## config.mk

```make
export PLATFORM = sky130hd
export DESIGN_NAME = display_scan_driver
export DESIGN_NICKNAME = d
export VERILOG_FILES = /design/src/rtl/display_pkg.sv /design/src/rtl/bin2bcd_seq.sv /design/src/rtl/display_scan_driver.sv
export SDC_FILE = /design/constraint.sdc
export NUM_CORES = 1
export LEC_CHECK = 0
export CAP_MARGIN = 20
export CORE_ASPECT_RATIO = 2
export CORE_MARGIN = 5
export CORE_UTILIZATION = 45
export CTS_CLUSTER_DIAMETER = 80
export CTS_CLUSTER_SIZE = 30
export DETAILED_ROUTE_END_ITERATION = 8
export GPL_TIMING_DRIVEN = 0
export HOLD_SLACK_MARGIN = 0.1
export PLACE_DENSITY = 0.62
export SETUP_SLACK_MARGIN = 0.1
export SYNTH_ARGS = -nofsm -noshare
export SYNTH_HDL_FRONTEND = slang
export SYNTH_SLANG_ARGS = --single-unit
export TNS_END_PERCENT = 5
```

## constraint.sdc

```tcl
create_clock -name clk -period 1.8 [get_ports clk]
set_input_delay 0.36 -clock clk [delete_from_list [all_inputs] [get_ports clk]]
set_output_delay 0.36 -clock clk [all_outputs]
set_load 0.05 [all_outputs]
```

## src/rtl/display_pkg.sv

```systemverilog
// Shared constants, conversion FSM states and value saturation for the
// multiplexed 7448 display scan driver.
package display_pkg;

    localparam int NUM_DIGITS  = 4;
    localparam int VALUE_W     = 14;
    localparam int BCD_MAX     = 9999;
    localparam int SHIFT_STEPS = 14;
    localparam int BCD_W       = 4 * NUM_DIGITS;
    localparam int STEP_W      = $clog2(SHIFT_STEPS + 1);

    typedef enum logic [1:0] {
        IDLE   = 2'd0,
        SHIFT  = 2'd1,
        COMMIT = 2'd2
    } conv_state_t;

    // Four BCD digits cannot show more than 9999, so larger counts clamp.
    function automatic logic [VALUE_W-1:0] saturate(input logic [VALUE_W-1:0] v);
        return (32'(v) > 32'(BCD_MAX)) ? VALUE_W'(BCD_MAX) : v;
    endfunction

endpackage

```

## src/rtl/bin2bcd_seq.sv

```systemverilog
// Sequential double-dabble converter: one add-3/shift step per clock.
// done pulses for one cycle while bcd holds the finished result.
//
// state  | meaning
// IDLE   | waiting for start; bin is captured on the start edge
// SHIFT  | one double-dabble step per edge, SHIFT_STEPS edges in total
// COMMIT | result valid on bcd with done=1; returns to IDLE next edge
module bin2bcd_seq
    import display_pkg::*;
(
    input  logic               clk,
    input  logic               rst_n,
    input  logic               start,
    input  logic [VALUE_W-1:0] bin,
    output logic [BCD_W-1:0]   bcd,
    output logic               done
);

    localparam int SR_W = BCD_W + VALUE_W;

    conv_state_t       state;
    logic [SR_W-1:0]   sr;
    logic [STEP_W-1:0] steps_left;

    function automatic logic [SR_W-1:0] dabble(input logic [SR_W-1:0] s);
        logic [SR_W-1:0] t;
        t = s;
        for (int i = 0; i < NUM_DIGITS; i++) begin
            if (t[VALUE_W + 4*i +: 4] >= 4'd5)
                t[VALUE_W + 4*i +: 4] = t[VALUE_W + 4*i +: 4] + 4'd3;
        end
        return t << 1;
    endfunction

    assign bcd = sr[SR_W-1 -: BCD_W];

    always_ff @(posedge clk or negedge rst_n) begin
        if (!rst_n) begin
            state      <= IDLE;
            sr         <= '0;
            steps_left <= '0;
            done       <= 1'b0;
        end else begin
            case (state)
                IDLE: begin
                    done <= 1'b0;
                    if (start) begin
                        sr         <= {BCD_W'(0), bin};
                        steps_left <= STEP_W'(SHIFT_STEPS);
                        state      <= SHIFT;
                    end
                end
                SHIFT: begin
                    sr         <= dabble(sr);
                    steps_left <= steps_left - 1'b1;
                    if (steps_left == STEP_W'(1)) begin
                        state <= COMMIT;
                        done  <= 1'b1;
                    end
                end
                COMMIT: begin
                    done  <= 1'b0;
                    state <= IDLE;
                end
                default: begin
                    done  <= 1'b0;
                    state <= IDLE;
                end
            endcase
        end
    end

endmodule

```

## src/rtl/display_scan_driver.sv

```systemverilog
// Four-digit multiplexed 7448 driver: captures a binary count, converts it
// to BCD in the background and scans the digits with leading-zero blanking.
module display_scan_driver #(
    parameter int SCAN_DIV   = 1000,
    parameter int NUM_DIGITS = 4
) (
    input  logic                          clk,
    input  logic                          rst_n,
    input  logic [display_pkg::VALUE_W-1:0] value,
    input  logic                          load,
    input  logic                          blank,
    input  logic                          lamp_test,
    output logic [3:0]                    data,
    output logic                          LT,
    output logic                          RBI,
    output logic                          BI,
    output logic [NUM_DIGITS-1:0]         digit_sel,
    output logic                          busy
);

    import display_pkg::*;

    localparam int DIV_W = (SCAN_DIV > 1) ? $clog2(SCAN_DIV) : 1;
    localparam logic [DIV_W-1:0] DIV_TC = DIV_W'(SCAN_DIV - 1);

    logic [BCD_W-1:0]   disp_reg;
    logic [BCD_W-1:0]   conv_bcd;
    logic               conv_done;
    logic               conv_start;
    logic [VALUE_W-1:0] value_sat;

    logic [DIV_W-1:0]   div_cnt;
    logic               div_tc;
    logic [1:0]         idx;
    logic [1:0]         idx_next;
    logic [3:0]         zero_d;
    logic [3:0]         rbi_vec;

    assign value_sat  = saturate(value);
    assign conv_start = load & ~busy;

    bin2bcd_seq u_bin2bcd (
        .clk   (clk),
        .rst_n (rst_n),
        .start (conv_start),
        .bin   (value_sat),
        .bcd   (conv_bcd),
        .done  (conv_done)
    );

    always_ff @(posedge clk or negedge rst_n) begin
        if (!rst_n) begin
            busy     <= 1'b0;
            disp_reg <= '0;
        end else begin
            if (conv_start)
                busy <= 1'b1;
            else if (conv_done)
                busy <= 1'b0;
            if (conv_done)
                disp_reg <= conv_bcd;
        end
    end

    // RBI for digit i is high when digit i and every digit above it are
    // zero; digit 0 never blanks so a zero count still shows "0".
    always_comb begin
        for (int i = 0; i < 4; i++)
            zero_d[i] = (disp_reg[4*i +: 4] == 4'd0);
        rbi_vec = {zero_d[3],
                   zero_d[3] & zero_d[2],
                   zero_d[3] & zero_d[2] & zero_d[1],
                   1'b0};
    end

    assign div_tc   = (div_cnt == DIV_TC);
    assign idx_next = div_tc ? idx + 2'd1 : idx;

    always_ff @(posedge clk or negedge rst_n) begin
        if (!rst_n) begin
            div_cnt   <= '0;
            idx       <= '0;
            digit_sel <= NUM_DIGITS'(1);
            data      <= '0;
            RBI       <= 1'b0;
            BI        <= 1'b0;
            LT        <= 1'b0;
        end else begin
            div_cnt   <= div_tc ? '0 : div_cnt + 1'b1;
            idx       <= idx_next;
            digit_sel <= NUM_DIGITS'(1) << idx_next;
            data      <= disp_reg[{idx_next, 2'b00} +: 4];
            RBI       <= rbi_vec[idx_next];
            BI        <= blank;
            LT        <= lamp_test;
        end
    end

endmodule

```

After elaboration in Yosys (flattened, before gate mapping)
Cells that the tools add are included.
- add/sub/neg operators: 7
- $lt $le $gt $ge: 6
- eq/ne operators: 5
- shift operators: 2
- muxes and demuxes: 20
- bitwise logic cells: 4
- reduce and logical (&&, ||, !) cells: 8
- operators by type and width (operator ; count):
    $pmux W30 S2 ; 1
    $mux W30 ; 1
    $ge A4 B3 Y1 const B ; 4
    $mux W4 ; 4
    $shiftx A16 B5 Y4 ; 1
    $gt A14 B14 Y1 const B ; 1
    $mux W14 ; 1
    $add A4 B2 Y4 const B ; 3
    $logic_not A4 Y1 ; 3
    $add A10 B1 Y10 const B ; 1
    $eq A10 B10 Y1 const B ; 1
    $mux W10 ; 1
    $pmux W4 S2 ; 1
    $mux W2 ; 3
    $mux W1 ; 5
    $eq A4 B1 Y1 const B ; 1
    $pmux W2 S2 ; 1
    $reduce_and A2 Y1 ; 2
    $reduce_bool A2 Y1 ; 2
    $shl A1 B2 Y4 const A ; 1
    $sub A4 B1 Y4 const B ; 1
    $add A3 B2 Y3 const B ; 1
    $and A1 B1 Y1 ; 3
    $lt A2 B3 Y1 const B ; 1
    8 further kinds ; 8
- register bits after elaboration: 77
- input port bits: 19
- output and inout port bits: 12

Depth between registers and ports, before layout
- depth in word-level cells: 5
- gate-level depth with buffers: 7

Cells and area by module
From an unflattened synthesis, not the netlist that was laid out.
- cell total of the unflattened synthesis: 408
- area total of the unflattened synthesis: 4212.8 um^2
- modules (own cells, without submodules) (module ; instances ; cells each ; area an instance (um^2) ; sequential area each (um^2)):
    bin2bcd_seq ; 1 ; 222 ; 2198.4 ; 925.9
    display_scan_driver ; 1 ; 186 ; 2014.4 ; 1002.2

Least setup slack after synthesis
OpenSTA, ideal clock, no wires.
- kind: register -> register
- start: register busy
- end: register u_bin2bcd.sr[17]
- arrival: 1.582 ns
- required time: 1.678 ns
- slack: 0.096 ns
- stages on the path, launching flop included: 6
- path through: dfrtp_1 -> nand2b_1 -> a21oi_1 -> clkbuf_1 -> o31ai_1 -> a32o_1
- longest elaborated chain between the ends: 4
- ends and longest elaborated chain (element ; line ; RTL):
    start, declared ; display_scan_driver.sv:18 ; output logic busy
    start signal, assigned ; display_scan_driver.sv:53 ; busy <= 1'b0;
    start signal, assigned ; display_scan_driver.sv:57 ; busy <= 1'b1;
    start signal, assigned ; display_scan_driver.sv:59 ; busy <= 1'b0;
    $not A1 Y1 ; display_scan_driver.sv:40 ; assign conv_start = load & ~busy;
    $and A1 B1 Y1 ; display_scan_driver.sv:40 ;
    $ne A2 B2 Y1 (no line) ; -- ;
    $reduce_and A2 Y1 (no line) ; -- ;
    end signal, assigned ; bin2bcd_seq.sv:48 ; sr <= {BCD_W'(0), bin};
    end signal, assigned ; bin2bcd_seq.sv:54 ; sr <= dabble(sr);
    end, declared ; bin2bcd_seq.sv:22 ; logic [SR_W-1:0] sr;
No other way between the ends.
A chain may end at the register's enable or synchronous reset.

Final worst setup path
- start: register div_cnt[3]
- end: register data[1]
- longest elaborated chain between the ends: 3
- ends and longest elaborated chain (element ; line ; RTL):
    start, declared ; display_scan_driver.sv:32 ; logic [DIV_W-1:0] div_cnt;
    start signal, assigned ; display_scan_driver.sv:89 ; div_cnt <= div_tc ? '0 : div_cnt + 1'b1;
    $eq A10 B10 Y1 ; display_scan_driver.sv:76 ; assign div_tc = (div_cnt == DIV_TC);
    $mux W2 ; display_scan_driver.sv:77 ; assign idx_next = div_tc ? idx + 2'd1 : idx;
    $shiftx A16 B5 Y4 ; display_scan_driver.sv:92 ; data <= disp_reg[{idx_next, 2'b00} +: 4];
    end signal, assigned ; display_scan_driver.sv:92 ;
    end, declared ; display_scan_driver.sv:13 ; output logic [3:0] data,
No other way between the ends.

==> qor.yml <==
timing.critical_path.slowest_cell_delay_ns: 0.40
timing.critical_path.arrival_ns: 1.96
final_common_cell: "sky130_fd_sc_hd__dfrtp_1"
finalHoldViolCount: 0
min_path_type: "in -> async"
max_cap_violations: 0
synth_seq_cells: 77
utilization: 0.5544
synthesized_cell_area_sq_mm: 0.003704
gpl_wtd_cong: 0.8119
detail_route.vias_per_cell: 5.575
largest_reg_flops: 30
portBuffers: 30
layout.cell_area.non_filler_sq_mm: 0.004532
ys_warn_count: 0
worst_setup_path_start_kind: "flop"
post_dp_cell_area_sq_mm: 0.004153
die_area_sq_mm: 0.01025
grt_overflow: 0
synth_sequential_area_ratio: 0.5206
cts-root-buf: "sky130_fd_sc_hd__clkbuf_16"
design.portCount: 31
synth_edf_count: 0
grt_antenna_before_repair: 0
grt_pass1_vias: 2716
clk-insertion-delay-late_ns: 0.33
vias: 2687
result_of_the_run: "completed"
ctsHtreeMaxLevel: 3
layout_common_cells: "76 x sky130_fd_sc_hd__dfrtp_1, 23 x sky130_fd_sc_hd__mux2_2, 21 x sky130_fd_sc_hd__inv_1"
antenna_violating_nets_post_route: 0
final_report_max_slew_violation_count: 0
max_slew_margin: 0.6506
setup_viol: 0
max_freq_mhz: 578.7
crit_path_max_fanout: 6
cts.clk_slew.worst_paths_ns: 0.06
final_period_minus_worst_setup_slack_ns: 1.728
count_of_mapped_cells_out_of_synthesis: 334
die_y_um: 138.3
yosysTopAreaCell: "sky130_fd_sc_hd__dfrtp_1"
clkSinkCount: 77
final-seq-area_sq_mm: 0.001928
postSynthNetCount: 364
report.power.total_mw: 7.125
drtPass1Iterations: 4
grt_util_all_layers: 0.1650
num_rows: 47
start_util: 0.4531
async_reset_ff_frac: 1.000
power_per_cell_area_mw_per_mm2: 1572
yosys.cell_types.count: 49
filler_cell_count: 720
detail_route.drc_violations: 0
placed_cells_incl_taps: 463
final_cells: 482
cp-end-kind: "flop"
synth_top_area_frac: 0.5135
nets: 409
grt_first_pass_wirelength_um: 12900
p_leak_nw: 2.033
die_x_um: 74.15
timing.critical_path.required_ns: 2.03
worst_path_cell_with_the_longest_stage_delay: "sky130_fd_sc_hd__dfrtp_1"
cts_tree: "yes"
dp.final_hpwl_um: 5837
clock_path_buffers: 2
max-vdd-ir-drop_mv: 0.7646
final.setup.tns_ns: 0
wl_per_cell_um: 16.17
multiInputGateArea_sq_mm: 0.001649
core_footprint_sq_mm: 0.008174
fraction_of_layout_instances_using_a_drive_strength_above_1: 0.1667
postSynth.topFlopCell: "sky130_fd_sc_hd__dfrtp_1"
antenna_cells: 0
worstPathCellList: "and4bb_4 -> and4_4 -> buf_6 -> mux2_2 -> o2111ai_1"
grt_start_max_net_pins: 63
finClkSkew_ns: 0.005645
avgSynthCellArea_sq_um: 11.09
area.growth.synth_to_final_pct: 22.36
layout_worst_path_cycle_share: 0.9599
initialDrtViolationCount: 134
tritoncts.num_buffers: 9
finalWirelength_um: 7793
worst-setup-path-type: "reg -> reg"
worstMarginPinSlew_ns: 0.5242
yosys-top-cells-area: "sky130_fd_sc_hd__dfrtp_1 51%, sky130_fd_sc_hd__mux2_2 7.0%, sky130_fd_sc_hd__ha_1 3.7%, sky130_fd_sc_hd__mux2i_1 2.4%, sky130_fd_sc_hd__a21oi_1 2.2%"
rsz0062_at_grt: "true"
layout make-up:
cell class,instances,area share
repair buffers,34,0.07427
multi-input cells,221,0.3639
plain buffers,15,0.02015
flip-flops and latches,77,0.4255
inverters,21,0.01739
clock buffers,10,0.05273
clock inverters,6,0.01905
well taps,98,0.02706
through the flow:
step / setup slack [ns] / hold slack, ns
3_3_place_gp: -2.345 / 0.4575
2_1_floorplan: 0.09680 / 0.06441
4_1_cts: 0.06998 / 0.4285
3_5_place_dp: -0.2258 / 0.2458
5_1_grt: 0.02538 / 0.4536
6_report: 0.07212 / 0.4366
Yosys cell counts, types with 5 or more instances:
cell / number
sky130_fd_sc_hd__a21o_1: 5
sky130_fd_sc_hd__a21oi_1: 16
sky130_fd_sc_hd__a22o_1: 6
sky130_fd_sc_hd__clkbuf_1: 11
sky130_fd_sc_hd__dfrtp_1: 76
sky130_fd_sc_hd__ha_1: 11
sky130_fd_sc_hd__inv_1: 21
sky130_fd_sc_hd__mux2_2: 23
sky130_fd_sc_hd__mux2i_1: 9
sky130_fd_sc_hd__nand2_1: 17
sky130_fd_sc_hd__nand2b_1: 10
sky130_fd_sc_hd__nand3_1: 12
sky130_fd_sc_hd__nor2_1: 17
sky130_fd_sc_hd__nor2b_1: 6
sky130_fd_sc_hd__o21ai_0: 14
sky130_fd_sc_hd__o22ai_1: 11
sky130_fd_sc_hd__xnor2_1: 7
sky130_fd_sc_hd__xor2_1: 8
kinds of logic after synthesis:
kind of cell | synth area share
and+or+nand+nor | 0.1230
muxes | 0.09426
xor gates and xnor gates | 0.03547
buffers and inverters | 0.04527
AOI/OAI and AO/OA | 0.1412
DFF | 0.5206
adders and majority gates | 0.04020
critical path: cells and delay by family, from the launching register on:
kind	cells	cell delay [ns]
buf+inv	1	0.13
compound gates	1	0.19
simple gates	2	0.57
mux	1	0.34
flops	1	0.40
per-layer routing:
layer	global-route usage	part of all wire	up-vias
met5	0	0	-
met4	0.08883	0.042	0
met3	0.03852	0.032	27
met2	0.2940	0.56	63
met1	0.1695	0.37	1306
li1	-	-	1291
final timing paths:
check,start,to,slack (ns),cells after the start
setup / recovery,div_cnt[3]$_DFF_PN0_,data[1]$_DFF_PN0_,0.07,5
hold / removal,rst_n,BI$_DFF_PN0_,0.44,2
setup reg to reg,div_cnt[3]$_DFF_PN0_,data[1]$_DFF_PN0_,0.07,5
hold reg to reg,u_bin2bcd.sr[11]$_DFFE_PN0P_,u_bin2bcd.sr[11]$_DFFE_PN0P_,0.49,2
max in group asynchronous,rst_n,digit_sel[0]$_DFF_PN1_,0.75,3
min in group clk,lamp_test,LT$_DFF_PN0_,0.47,1
timing repair:
item                                   in CTS  in global routing
setup endpoints to repair                  22                 27
endpoints found under the hold margin      15                  0
setup buffers                               0                  2
pin swaps                                   0                  1
resized for setup                          17                  5
hold buffers                                1                  0
power breakdown:
group          internal, mW  switching [mW]  total, mW
Combinational          1.12            1.30       2.42
Sequential             2.31           0.456       2.77
Clock                  1.25           0.690       1.94
Total                  4.68            2.44       7.12
Note: power is estimated with default switching activity, not from simulation.
